$ cat src/rtl/vga_rect_engine.sv
// Command-list rectangle rasteriser: fetches a list pointer from BASE_ADDR, walks
// 3-word rectangle commands and streams pixels. Optional clipping: VGA_RECT_CLIP_EN.
module vga_rect_engine #(
  parameter int                ADDR_W    = 10,
  parameter int                DATA_W    = 16,
  parameter int                X_W       = 8,
  parameter int                Y_W       = 7,
  parameter int                COLOUR_W  = 6,
  parameter logic [ADDR_W-1:0] BASE_ADDR = '0,
  parameter int                SCREEN_W  = 160,
  parameter int                SCREEN_H  = 120
) (
  input  logic                clk,
  input  logic                resetn,
  input  logic                start,
  output logic                busy,
  output logic                done,
  output logic [ADDR_W-1:0]   mem_addr,
  output logic                mem_rd,
  input  logic                mem_ack,
  input  logic [DATA_W-1:0]   mem_data,
  output logic [X_W-1:0]      plot_x,
  output logic [Y_W-1:0]      plot_y,
  output logic [COLOUR_W-1:0] plot_colour,
  output logic                plot_valid,
  input  logic                plot_ready
);

  localparam int XS_W = ((X_W > 8) ? X_W : 8) + 1;
  localparam int YS_W = ((Y_W > 8) ? Y_W : 8) + 1;
`ifdef VGA_RECT_CLIP_EN
  localparam bit CLIP = 1'b1;
`else
  localparam bit CLIP = 1'b0;
`endif

  typedef enum logic [2:0] {
    S_IDLE, S_PTR, S_COORD, S_COL, S_DIM, S_DRAW, S_DONE
  } state_t;

  state_t state_q, state_d;

  logic [X_W-1:0]      x_q;
  logic [Y_W-1:0]      y_q;
  logic [COLOUR_W-1:0] colour_q;
  logic                outline_q;
  logic [7:0]          w_q, h_q, dx_q, dy_q;
  logic                fetch, ack, interior, offscreen, visible, step, last;
  logic [XS_W-1:0]     x_sum;
  logic [YS_W-1:0]     y_sum;

  // Handshakes: a memory read completes on a cycle with mem_rd && mem_ack; a pixel
  // is consumed on a cycle with plot_valid && plot_ready, and its fields hold until then.
  assign fetch = (state_q inside {S_PTR, S_COORD, S_COL, S_DIM});
  assign ack   = fetch && mem_rd && mem_ack;

  assign x_sum     = XS_W'(x_q) + XS_W'(dx_q);
  assign y_sum     = YS_W'(y_q) + YS_W'(dy_q);
  assign interior  = outline_q && (dx_q != 8'd0) && (dx_q != w_q - 8'd1)
                     && (dy_q != 8'd0) && (dy_q != h_q - 8'd1);
  assign offscreen = CLIP && ((x_sum >= XS_W'(SCREEN_W)) || (y_sum >= YS_W'(SCREEN_H)));
  assign visible   = !interior && !offscreen;
  // Hidden pixels still take one cycle each so timing does not depend on content.
  assign step      = (state_q == S_DRAW) && (!visible || plot_ready);
  assign last      = (dx_q == w_q - 8'd1) && (dy_q == h_q - 8'd1);

  assign plot_x      = x_sum[X_W-1:0];
  assign plot_y      = y_sum[Y_W-1:0];
  assign plot_colour = colour_q;
  assign plot_valid  = (state_q == S_DRAW) && visible;
  assign busy        = (state_q != S_IDLE);
  assign done        = (state_q == S_DONE);

  always_ff @(posedge clk or negedge resetn) begin
    if (!resetn) state_q <= S_IDLE;
    else         state_q <= state_d;
  end

  always_comb begin
    state_d = state_q;
    case (state_q)
      S_IDLE:  if (start) state_d = S_PTR;
      S_PTR:   if (ack) state_d = (mem_data == '0) ? S_DONE : S_COORD;
      S_COORD: if (ack) state_d = (mem_data == '1) ? S_DONE : S_COL;
      S_COL:   if (ack) state_d = S_DIM;
      S_DIM:   if (ack) state_d = ((mem_data[7:0] == 8'd0) || (mem_data[15:8] == 8'd0))
                                  ? S_COORD : S_DRAW;
      S_DRAW:  if (step && last) state_d = S_COORD;
      S_DONE:  state_d = S_IDLE;
      default: state_d = S_IDLE;
    endcase
  end

  always_ff @(posedge clk or negedge resetn) begin
    if (!resetn) begin
      mem_addr  <= '0;
      mem_rd    <= 1'b0;
      x_q       <= '0;
      y_q       <= '0;
      colour_q  <= '0;
      outline_q <= 1'b0;
      w_q       <= '0;
      h_q       <= '0;
      dx_q      <= '0;
      dy_q      <= '0;
    end else begin
      // Request rises the cycle after entering a fetch state, falls after the ack.
      if (!fetch)       mem_rd <= 1'b0;
      else if (!mem_rd) mem_rd <= 1'b1;
      else if (mem_ack) mem_rd <= 1'b0;

      case (state_q)
        S_IDLE: if (start) mem_addr <= BASE_ADDR;
        S_PTR:  if (ack && (mem_data != '0)) mem_addr <= mem_data[ADDR_W-1:0];
        S_COORD: if (ack && (mem_data != '1)) begin
          x_q      <= mem_data[X_W-1:0];
          y_q      <= mem_data[8 +: Y_W];
          mem_addr <= mem_addr + ADDR_W'(1);
        end
        S_COL: if (ack) begin
          colour_q  <= mem_data[COLOUR_W-1:0];
          outline_q <= mem_data[15];
          mem_addr  <= mem_addr + ADDR_W'(1);
        end
        S_DIM: if (ack) begin
          w_q      <= mem_data[7:0];
          h_q      <= mem_data[15:8];
          dx_q     <= '0;
          dy_q     <= '0;
          mem_addr <= mem_addr + ADDR_W'(1);
        end
        S_DRAW: if (step) begin
          if (dx_q == w_q - 8'd1) begin
            dx_q <= '0;
            dy_q <= dy_q + 8'd1;
          end else begin
            dx_q <= dx_q + 8'd1;
          end
        end
        default: ;
      endcase
    end
  end

endmodule

$ cat config.mk
export PLATFORM = sky130hd
export DESIGN_NAME = vga_rect_engine
export DESIGN_NICKNAME = d
export VERILOG_FILES = /design/src/rtl/vga_rect_engine.sv
export SDC_FILE = /design/constraint.sdc
export NUM_CORES = 1
export LEC_CHECK = 0
export ABC_AREA = 0
export CORE_MARGIN = 2
export CORE_UTILIZATION = 60
export DETAILED_ROUTE_END_ITERATION = 16
export GPL_ROUTABILITY_DRIVEN = 0
export PLACE_DENSITY = 0.86
export REMOVE_ABC_BUFFERS = 1
export SYNTH_ARGS = -nofsm -noshare
export SYNTH_HDL_FRONTEND = slang
export SYNTH_SLANG_ARGS = --single-unit
export TNS_END_PERCENT = 20
$ cat constraint.sdc
create_clock -name clk -period 4.9 [get_ports clk]
set_clock_uncertainty 0.15 [all_clocks]
set_input_delay 0.735 -clock clk [delete_from_list [all_inputs] [get_ports clk]]
set_output_delay 0.735 -clock clk [all_outputs]
set_load 0.05 [all_outputs]
# Word-level counts from Yosys, hierarchy flattened

Cells that the tools add are included.

Bits of input ports: 21
Word-level logic and storage cells: 100
Output and inout bits: 35
Flip-flop bits (word level): 68

Reduce and logical (&&, ||, !) cells: 34
Mux-type cells: 25
Add/subtract/negate cells: 7
Equal/unequal tests: 23

Operators by type and width:

| kind                                             | number |
|---|---|
| two-way mux 10 bit                               | 4 |
| two-way mux 8 bit                                | 5 |
| case mux 10 bit (4 select lines)                 | 1 |
| case mux 8 bit (2 select lines)                  | 2 |
| two-way mux 3 bit                                | 9 |
| case mux 3 bit (6 select lines)                  | 1 |
| adder 8 x 1 -> 8 bit, second input constant      | 2 |
| == test 16 bit, second input constant            | 1 |
| == test 8 bit                                    | 2 |
| zero test 16 bit                                 | 1 |
| zero test 8 bit                                  | 2 |
| != test 16 bit, second input constant            | 1 |
| != test 8 bit                                    | 2 |
| nonzero test 16 bit                              | 1 |
| nonzero test 8 bit                               | 2 |
| subtractor 8 x 1 -> 8 bit, second input constant | 2 |
| logical AND 1 bit                                | 12 |
| != test 2 bit, second input constant             | 6 |
| adder 10 x 1 -> 10 bit, second input constant    | 1 |
| != test 2 x 1 -> 1 bit, second input constant    | 5 |
| == test 3 bit, second input constant             | 3 |
| adder 8 bit                                      | 1 |
| nonzero test 4 bit                               | 2 |
| adder 7 bit                                      | 1 |
| 14 further kinds                                 | 20 |

# Longest topological paths before layout

Gate-level depths: netlist of the first run.

Depth in word-level cells: 10
Gate-level depth with buffers: 10
Mapped depth without buffers: 9

# Worst setup path after synthesis of the first run

OpenSTA, ideal clock, no wires.

Path type: flip-flop to output port
From: register w_q[0]
To: output port plot_valid
Stages on the path, launching flop included: 9
Setup slack: 1.424 ns
Data required time: 4.015 ns
Path buffers: 1
Arrival time: 2.591 ns
Path through: dfrtp_1 -> inv_1 -> ha_1 -> or3b_1 -> a211oi_1 -> o211ai_1 -> a211o_1 -> buf_6 -> a21oi_1

Word-level cells in the longest chain between the ends: 7

RTL lines:

| element                        | line | RTL |
|---|---|---|
| start, declared                | 47   | `logic [7:0] w_q, h_q, dx_q, dy_q;` |
| start signal, assigned         | 126  | `w_q <= mem_data[7:0];` |
| subtractor 8 x 1 -> 8 bit      | 59   | `assign interior = outline_q && (dx_q != 8'd0) && (dx_q != w_q - 8'd1)` |
| != test 8 bit                  | 59   |  |
| logical AND 1 bit              | 59   |  |
| logical AND 1 bit (2 in a row) | 60   | `&& (dy_q != 8'd0) && (dy_q != h_q - 8'd1);` |
| zero test 1 bit                | 62   | `assign visible = !interior && !offscreen;` |
| logical AND 1 bit              | 70   | `assign plot_valid = (state_q == S_DRAW) && visible;` |
| end, declared                  | 25   | `output logic plot_valid,` |

No other way between the ends.

# Final worst setup path of the first run

Ends and elaborated chain as after synthesis.

==> flow_summary.json, run 1 <==
{
  "outcome": "completed",
  "place_ws_ns": 1.10,
  "drt_drc_violations_left": 0,
  "synthDistinctLibCells": 55,
  "drv_cap": 0,
  "cts_sinks": 68,
  "cts_tree": "yes",
  "finalPower_mw": 4.04,
  "syn_to_final_growth_pct": 18.3,
  "vias_per_cell": 6.12,
  "synth-seq-area-share_pct": 39.0,
  "cts_resized": 0,
  "grt_pass1_wl_mm": 18.0,
  "rsz0062_at_grt": "no",
  "cp_data_required_time_ns": 4.01,
  "crit_chain": "inv_1 > ha_1 > or3b_1 > a211oi_1 > o211ai_1 > a211o_1 > a21oi_1 > clkdlybuf4s50_1",
  "slowest_stage": "clkdlybuf4s50_1",
  "setup_viol": 0,
  "slowest_delay_ns": 0.82,
  "grt_max_degree": 37,
  "critPathMaxFanout": 11,
  "worstSetupPathType": "reg -> out",
  "period_needed_ns": 4.22,
  "num_rows": 31,
  "gr-usage-met2_pct": 47.9,
  "fin_setup_tns_ns": 0,
  "start_util_pct": 61.2,
  "drtIter0Drc": 234,
  "hold_viol_final": 0,
  "p_leak_nw": 2.29,
  "grt-ovfl-total": 0,
  "dieArea_mm2": 0.00797,
  "io_pins": 56,
  "fin_crit_sh_pct": 86.2,
  "tightest_slew_ns": 1.30,
  "antennaDiodeCount": 0,
  "yosys_register_bits": 68,
  "syn_avg_cell_area_um2": 9.62,
  "yosysWarnings": 0,
  "cp-start-kind": "register",
  "vdd_ir_drop_max_mv": 0.483,
  "place_hpwl_mm": 7.84,
  "grt_antenna_before_repair": 0,
  "post_cts_buffers": 0,
  "synth_top_area_share_pct": 39.0,
  "cp.arrival_ns": 3.34,
  "htree_levels": 3,
  "wire_per_inst_um": 17.7,
  "synth_area_leaders": "dfrtp_1 (39%), mux2_2 (9.5%), ha_1 (5.7%)",
  "wl_mm": 10.8,
  "grt_pass1_vias": 3699,
  "holdWs_ns": 0.305,
  "vias": 3737,
  "hp-class": "in -> async",
  "use_met3_pct": 6.56,
  "track_usage_pct": 29.6,
  "synth_top_area_cell": "dfrtp_1",
  "synth_most_common_cell": "dfrtp_1",
  "clock_latency_ns": 0.35,
  "root_buffer": "clkbuf_8",
  "synth_ff_type": "dfrtp_1",
  "cts_buffers": 9,
  "clk_pin_slew_ns": 0.07,
  "cp_top_family": "compound AO/OA/AOI/OAI gates",
  "hold_buffers": 0,
  "drtAntennaViolNets": 0,
  "fill_cells": 528,
  "die_x_um": 89.3,
  "core_mm2": 0.00714,
  "async_flop_share_pct": 100,
  "cp-end-kind": "primary output",
  "first_pass_iters": 5,
  "power_density_mw_per_mm2": 783,
  "fp.dieH_um": 89.3,
  "clockBufferDepth": 2,
  "drive_gt1_share_pct": 13.7,
  "relSlewSlack_pct": 13.2,
  "synth_area_mm2": 0.00437,
  "top_usage_layer": "met2",
  "met1_usage_pct": 40.3,
  "synth-edff-count": 0,
  "max_freq_mhz": 237,
  "final_area_mm2": 0.00516,
  "io_buffers": 55,
  "nNetsFinal": 550,
  "setup_slack_ns": 0.678,
  "postSynthCellCount": 454,
  "synth_common_cells": "dfrtp_1 (68), mux2_2 (37), nand2_1 (31)",
  "placed_area_mm2": 0.00499,
  "path_buf_inv": 2,
  "drv_slew": 0
}
path summary, 6_finish.rpt:
check | from | end | slack [ns] | cells after the start
worst max-delay path | w_q[0] | plot_valid | 0.68 | 8
worst min-delay path | resetn | y_q[5] | 0.30 | 1
worst max register to register | w_q[0] | dx_q[0] | 1.78 | 8
worst min register to register | plot_colour[3] | plot_colour[3] | 0.36 | 1
max in group asynchronous | resetn | x_q[1] | 3.32 | 2
min in group clk | plot_colour[3] | plot_colour[3] | 0.36 | 1
area by class of cell:
cell class / instances / area, um2 / share of cell area, %
clock buffer: 10 / 138 / 2.66
clock inverter: 6 / 40.0 / 0.775
inverter: 23 / 86.3 / 1.67
multi-input combinational: 347 / 2510 / 48.5
sequential: 68 / 1700 / 32.9
tap: 99 / 124 / 2.40
timing repair buffer: 58 / 568 / 11.0
state kept, by name, indices dropped and copies added, names as in the netlist:
register / flops
dx_q: 8
dy_q: 8
h_q: 8
mem_addr: 10
mem_rd: 1
outline_q: 1
plot_colour: 6
state_q: 3
w_q: 8
x_q: 8
y_q: 7
per-layer routing:
| layer | up-vias | routed length, um | part of all wire [%] |
|---|---|---|---|
| met2 | 132 | 5250 | 49 |
| met5 | - | 0 | 0 |
| met3 | 23 | 598 | 5.5 |
| met4 | 0 | 165 | 1.5 |
| met1 | 1823 | 4780 | 44 |
| li1 | 1759 | - | - |
through the flow:
stage | std cells | utilization [%]
finish | 611 | 72.4
global placement | 595 | 69.9
global route | 611 | 72.4
floorplan | 438 | -
CTS | 611 | 72.4
detailed placement | 595 | 69.9
layout by cell type (no fill, tap or decap), types with 7 or more instances in the layout:
cell / n
nand3_1: 15
ha_1: 20
nand4_1: 13
a21oi_1: 29
nor3_1: 8
or2_2: 7
xnor2_1: 18
clkbuf_8: 10
nand2b_1: 9
nor3b_1: 8
and3_1: 10
nor2_1: 24
clkdlybuf4s50_1: 54
inv_1: 23
nand2_1: 31
dfrtp_1: 68
nor4_1: 9
o21ai_0: 27
mux2_2: 37
xor2_1: 12
where the power goes:
part	switching, mW	total (mW)	internal (mW)
Sequential	0.347	1.15	0.801
Combinational	1.51	2.47	0.954
Clock	0.230	0.426	0.196
kinds of logic (layout without fill, tap and decap cells):
group,count (synthesis),after routing,synth area share (%)
mux,42,42,10.7
compound gates,95,95,14.1
fa+ha+maj,22,22,6.65
xor+xnor,30,30,6.02
simple gates,158,158,20.0
flops,68,68,39.0
buf+inv,39,97,3.58
(Power assumes the default switching activity.)
==> run 2, diff against run 1 <==
GPL_TIMING_DRIVEN = 0   (was default)
SLEW_MARGIN = 10   (was default)
==> run 2 against run 1 <==
Clock power up 47%. Global-route usage up 0.21 points. Sequential share of layout area down 0.84 points. Cell count unchanged. First-iteration DRC count up 16%. Register-to-register slack worse by 0.23 ns. Maximum frequency down 2.3%. Largest power group unchanged. Utilization up 1.9 points. Highest routed layer unchanged. Total power up 5.5%. Non-clock buffer count unchanged.
==> flow_summary.json, run 2 (synthesis gave the netlist of run 1 again) <==
{
  "outcome": "completed",
  "hold_buffers": 0,
  "placedCellCount": 594,
  "p_leak_nw": 2.34,
  "final_area_mm2": 0.00530,
  "wl_mm": 11.2,
  "stdcell_count": 611,
  "layout_commonest_cell": "dfrtp_1",
  "htree_levels": 3,
  "root_buffer": "clkbuf_8",
  "grt_max_degree": 66,
  "grt_pass1_wl_mm": 18.0,
  "drtIter0Drc": 272,
  "cp-start-kind": "register",
  "fill_cells": 517,
  "cts_tree": "yes",
  "path_buf_inv": 2,
  "cp.arrival_ns": 3.44,
  "track_usage_pct": 29.8,
  "largest_register_ffs": 10,
  "layout_common_cells": "dfrtp_1 (68), clkdlybuf4s50_1 (54), mux2_2 (37)",
  "drv_slew": 0,
  "crit_chain": "inv_1 > ha_1 > or3b_1 > a211oi_1 > o211ai_1 > a211o_1 > a21oi_1 > clkdlybuf4s50_1",
  "critPathMaxFanout": 11,
  "vdd_ir_drop_max_mv": 0.490,
  "fin_setup_tns_ns": 0,
  "fin_crit_sh_pct": 88.2,
  "io_pins": 56,
  "post_cts_buffers": 0,
  "drtAntennaViolNets": 0,
  "place_ws_ns": 0.515,
  "tightest_slew_ns": 0.835,
  "io_buffers": 55,
  "start_util_pct": 61.2,
  "worstSetupPathType": "reg -> out",
  "hp-class": "in -> async",
  "core_mm2": 0.00714,
  "clock_latency_ns": 0.36,
  "cp_top_family": "compound AO/OA/AOI/OAI gates",
  "dieArea_mm2": 0.00797,
  "antennaDiodeCount": 0,
  "cts_resized": 0,
  "drive_gt1_share_pct": 13.9,
  "drt_drc_violations_left": 0,
  "clockBufferDepth": 2,
  "cp-end-kind": "primary output",
  "fp.dieH_um": 89.3,
  "top_register": "mem_addr",
  "first_pass_iters": 5,
  "vias": 3821,
  "cp_data_required_time_ns": 4.01,
  "setup_viol": 0,
  "period_needed_ns": 4.32,
  "power_density_mw_per_mm2": 805,
  "cts_buffers": 9,
  "grt-ovfl-total": 0,
  "die_x_um": 89.3,
  "slowest_stage": "clkdlybuf4s50_1",
  "max_freq_mhz": 231,
  "grt_pass1_vias": 3625,
  "place_hpwl_mm": 7.81,
  "nNetsFinal": 550,
  "rsz0062_at_grt": "no",
  "placed_area_mm2": 0.00501,
  "cts_sinks": 68,
  "num_rows": 31,
  "wire_per_inst_um": 18.3,
  "relSlewSlack_pct": 43.8,
  "slowest_delay_ns": 0.82,
  "setup_slack_ns": 0.577,
  "vias_per_cell": 6.25,
  "clk_pin_slew_ns": 0.08,
  "hold_viol_final": 0,
  "grt_antenna_before_repair": 0,
  "drv_cap": 0,
  "syn_to_final_growth_pct": 21.4
}
run 2: cell types whose count changed in the layout (fill, tap and decap cells not counted):
cell,before,now
bufinv_16,0,4
clkinv_2,3,0
buf_4,3,1
buf_6,0,2
a21oi_1,29,28
a21oi_2,0,1
buf_16,0,1
buf_2,1,0
clkbuf_8,10,9
clkinvlp_4,1,0
inv_6,0,1
nor4_2,1,0
nor4_4,0,1
run 2: worst paths after layout:
check,start,end,slack (ns),cells past startpoint
setup / recovery,w_q[0],plot_valid,0.58,8
hold / removal,resetn,y_q[0],0.02,1
setup reg to reg,state_q[1],dy_q[3],1.55,7
hold reg to reg,plot_colour[3],plot_colour[3],0.36,1
max in group asynchronous,resetn,x_q[7],4.08,2
min in group clk,plot_colour[3],plot_colour[3],0.36,1
run 2: power breakdown:
part           internal, mW  switching, mW  leakage (nW)  total (mW)
Sequential            0.800          0.358         0.872        1.16
Combinational         0.959           1.52          1.33        2.48
Clock                 0.393          0.236         0.134       0.628
Total                  2.15           2.11          2.34        4.27
run 2: worst register-to-register path: stages, from the launching register on:
cell and delay (ns):
dfrtp_1 0.52, nor2_1 0.50, nand4_1 0.56, o21ai_0 0.52, inv_1 0.21, a21oi_1 0.33
nor3b_1 0.29, mux2i_1 0.21
run 2: layer usage:
| layer | global-route usage [%] | part of all wire, % |
|---|---|---|
| met3 | 5.26 | 5.7 |
| met1 | 40.9 | 44 |
| met2 | 45.9 | 48 |
| met5 | 0 | 0 |
| met4 | 14.4 | 2.5 |
run 2: final cells by class:
type	instances	area, um2	area share [%]
clock buffers	9	124	2.34
inverters	23	86.3	1.63
multi-input cells	347	2520	47.5
flip-flops and latches	68	1700	32.1
clock inverters	7	146	2.76
well taps	99	124	2.34
repair buffers	58	598	11.3
run 2: stage by stage:
stage               util (%)  total power [mW]  hold slack (ns)
global route            74.3              4.52          0.00896
CTS                     74.1              4.25           0.0136
finish                  74.3              4.27           0.0173
floorplan                  -              2.84            0.289
detailed placement      70.3              3.60            0.342
global placement        69.6              3.48            0.339
==> run 3, diff against run 2 <==
CORE_UTILIZATION = 56   (was 60)
PLACE_DENSITY = 0.81   (was 0.86)
clock period = 4.2 ns   (was 4.9 ns; I/O delays follow)
==> run 3 against run 2 <==
Utilization down 5.8 points. First-iteration DRC count down 11%. Die area up 6.8%. Sequential power up 16%. Cell count up 0.49%. Design area down 1.2%. Setup slack worse by 0.17 ns. Non-clock buffer count up 1. Clock power down 15%. Routed wire length down 5.7%. Critical endpoint unchanged.
==> flow_summary.json, run 3 (synthesis gave the netlist of run 1 again) <==
{
  "drv_slew": 0,
  "num_rows": 32,
  "grt_pass1_vias": 3675,
  "drive_gt1_share_pct": 13.7,
  "final_core_util_pct": 68.5,
  "grt_antenna_before_repair": 0,
  "first_pass_iters": 4,
  "die_x_um": 92.3,
  "drtAntennaViolNets": 0,
  "m1WireLength_mm": 4.67,
  "largest_register_ffs": 10,
  "cts_tree": "yes",
  "layout_commonest_cell": "dfrtp_1",
  "cp.arrival_ns": 3.01,
  "tightest_slew_ns": 0.812,
  "wl_mm": 10.5,
  "io_pins": 56,
  "syn_to_final_growth_pct": 19.9,
  "crit_cells": 8,
  "track_usage_pct": 26.0,
  "clock_latency_ns": 0.35,
  "top_register": "mem_addr",
  "placedCellCount": 597,
  "nNetsFinal": 551,
  "max_freq_mhz": 264,
  "dieArea_mm2": 0.00852,
  "cp_top_family": "compound AO/OA/AOI/OAI gates",
  "io_buffers": 55,
  "rsz0062_at_grt": "no",
  "outcome": "completed",
  "critPathMaxFanout": 11,
  "fill_cells": 574,
  "place_ws_ns": -0.0166,
  "root_buffer": "clkbuf_8",
  "hold_viol_final": 0,
  "grt-ovfl-total": 0,
  "power_density_mw_per_mm2": 906,
  "reg2reg_depth": 7,
  "holdPathStages": 1,
  "wl_met3_um": 487,
  "period_needed_ns": 3.79,
  "wire_per_inst_um": 17.1,
  "met2WireLength_mm": 5.16,
  "placed_area_mm2": 0.00502,
  "fp.dieH_um": 92.3,
  "grt_max_degree": 58,
  "worstSetupPathType": "reg -> out",
  "vdd_ir_drop_max_mv": 0.529,
  "slowest_stage": "dfrtp_1",
  "stdcell_count": 614,
  "drtIter0Drc": 243,
  "clk_pin_slew_ns": 0.08,
  "htree_levels": 3,
  "cp-start-kind": "register",
  "vias_per_cell": 6.14,
  "p_leak_nw": 2.32,
  "slowest_delay_ns": 0.46,
  "layout_common_cells": "dfrtp_1 (68), clkdlybuf4s50_1 (53), mux2_2 (37)",
  "cts_sinks": 68,
  "setup_viol": 0,
  "fin_crit_sh_pct": 90.3,
  "vias": 3769,
  "cts_buffers": 9,
  "crit_chain": "inv_1 > ha_1 > or3b_1 > a211oi_1 > o211ai_1 > a211o_1 > a21oi_1 > dlymetal6s2s_1",
  "post_cts_buffers": 0,
  "fin_setup_tns_ns": 0,
  "core_mm2": 0.00765,
  "place_hpwl_mm": 7.70,
  "clockBufferDepth": 2,
  "top_layer_used": "met4",
  "drt_drc_violations_left": 0,
  "grt_pass1_wl_mm": 17.6,
  "cp-end-kind": "primary output",
  "setup_slack_ns": 0.409,
  "holdWs_ns": 0.359,
  "cp_data_required_time_ns": 3.42,
  "path_buf_inv": 2,
  "hp-class": "reg -> reg",
  "finalPower_mw": 4.74,
  "relSlewSlack_pct": 45.4,
  "drv_cap": 0,
  "antennaDiodeCount": 0,
  "final_area_mm2": 0.00524,
  "start_util_pct": 57.1
}
==> run 3: cell count changes in the layout (fill, tap and decap cells not counted), sizes merged <==
cell / change
bufinv: -3
clkdlybuf4s50: -1
dlygate4sd3: +1
dlymetal6s2s: +1
clkinvlp: +1
clkinv: +1
==> run 3: report_power, final <==
part	total (mW)	internal, mW	switching [mW]
clock network	0.536	0.272	0.264
logic	2.86	1.12	1.74
registers	1.35	0.934	0.413
==> run 3: layout make-up <==
| type | instances | area [um2] | area share (%) |
|---|---|---|---|
| inverters | 23 | 86.3 | 1.65 |
| clock buffers | 9 | 124 | 2.37 |
| flip-flops and latches | 68 | 1700 | 32.5 |
| repair buffers | 59 | 611 | 11.7 |
| multi-input cells | 347 | 2520 | 48.1 |
| well taps | 102 | 128 | 2.44 |
| clock inverters | 6 | 65.1 | 1.24 |
==> run 3: layer usage <==
layer,vias to the layer above,track usage (%)
li1,1762,-
met1,1888,35.7
met2,100,42.6
met3,19,3.34
met4,0,9.70
met5,-,0
==> run 3: worst paths after layout <==
path	slack, ns	endpoint	from
max in group asynchronous	2.85	mem_rd	resetn
worst max-delay path	0.41	plot_valid	w_q[0]
worst min-delay path	0.36	plot_colour[2]	plot_colour[2]
worst max register to register	0.86	dy_q[3]	state_q[1]
worst min register to register	0.36	plot_colour[2]	plot_colour[2]
min in group asynchronous	0.52	y_q[1]	resetn
==> run 3: timing repair <==
action	in CTS	in global routing
resized for setup	0	1
endpoints found under the hold margin	11	0
hold buffers	1	0
setup endpoints to repair	0	1
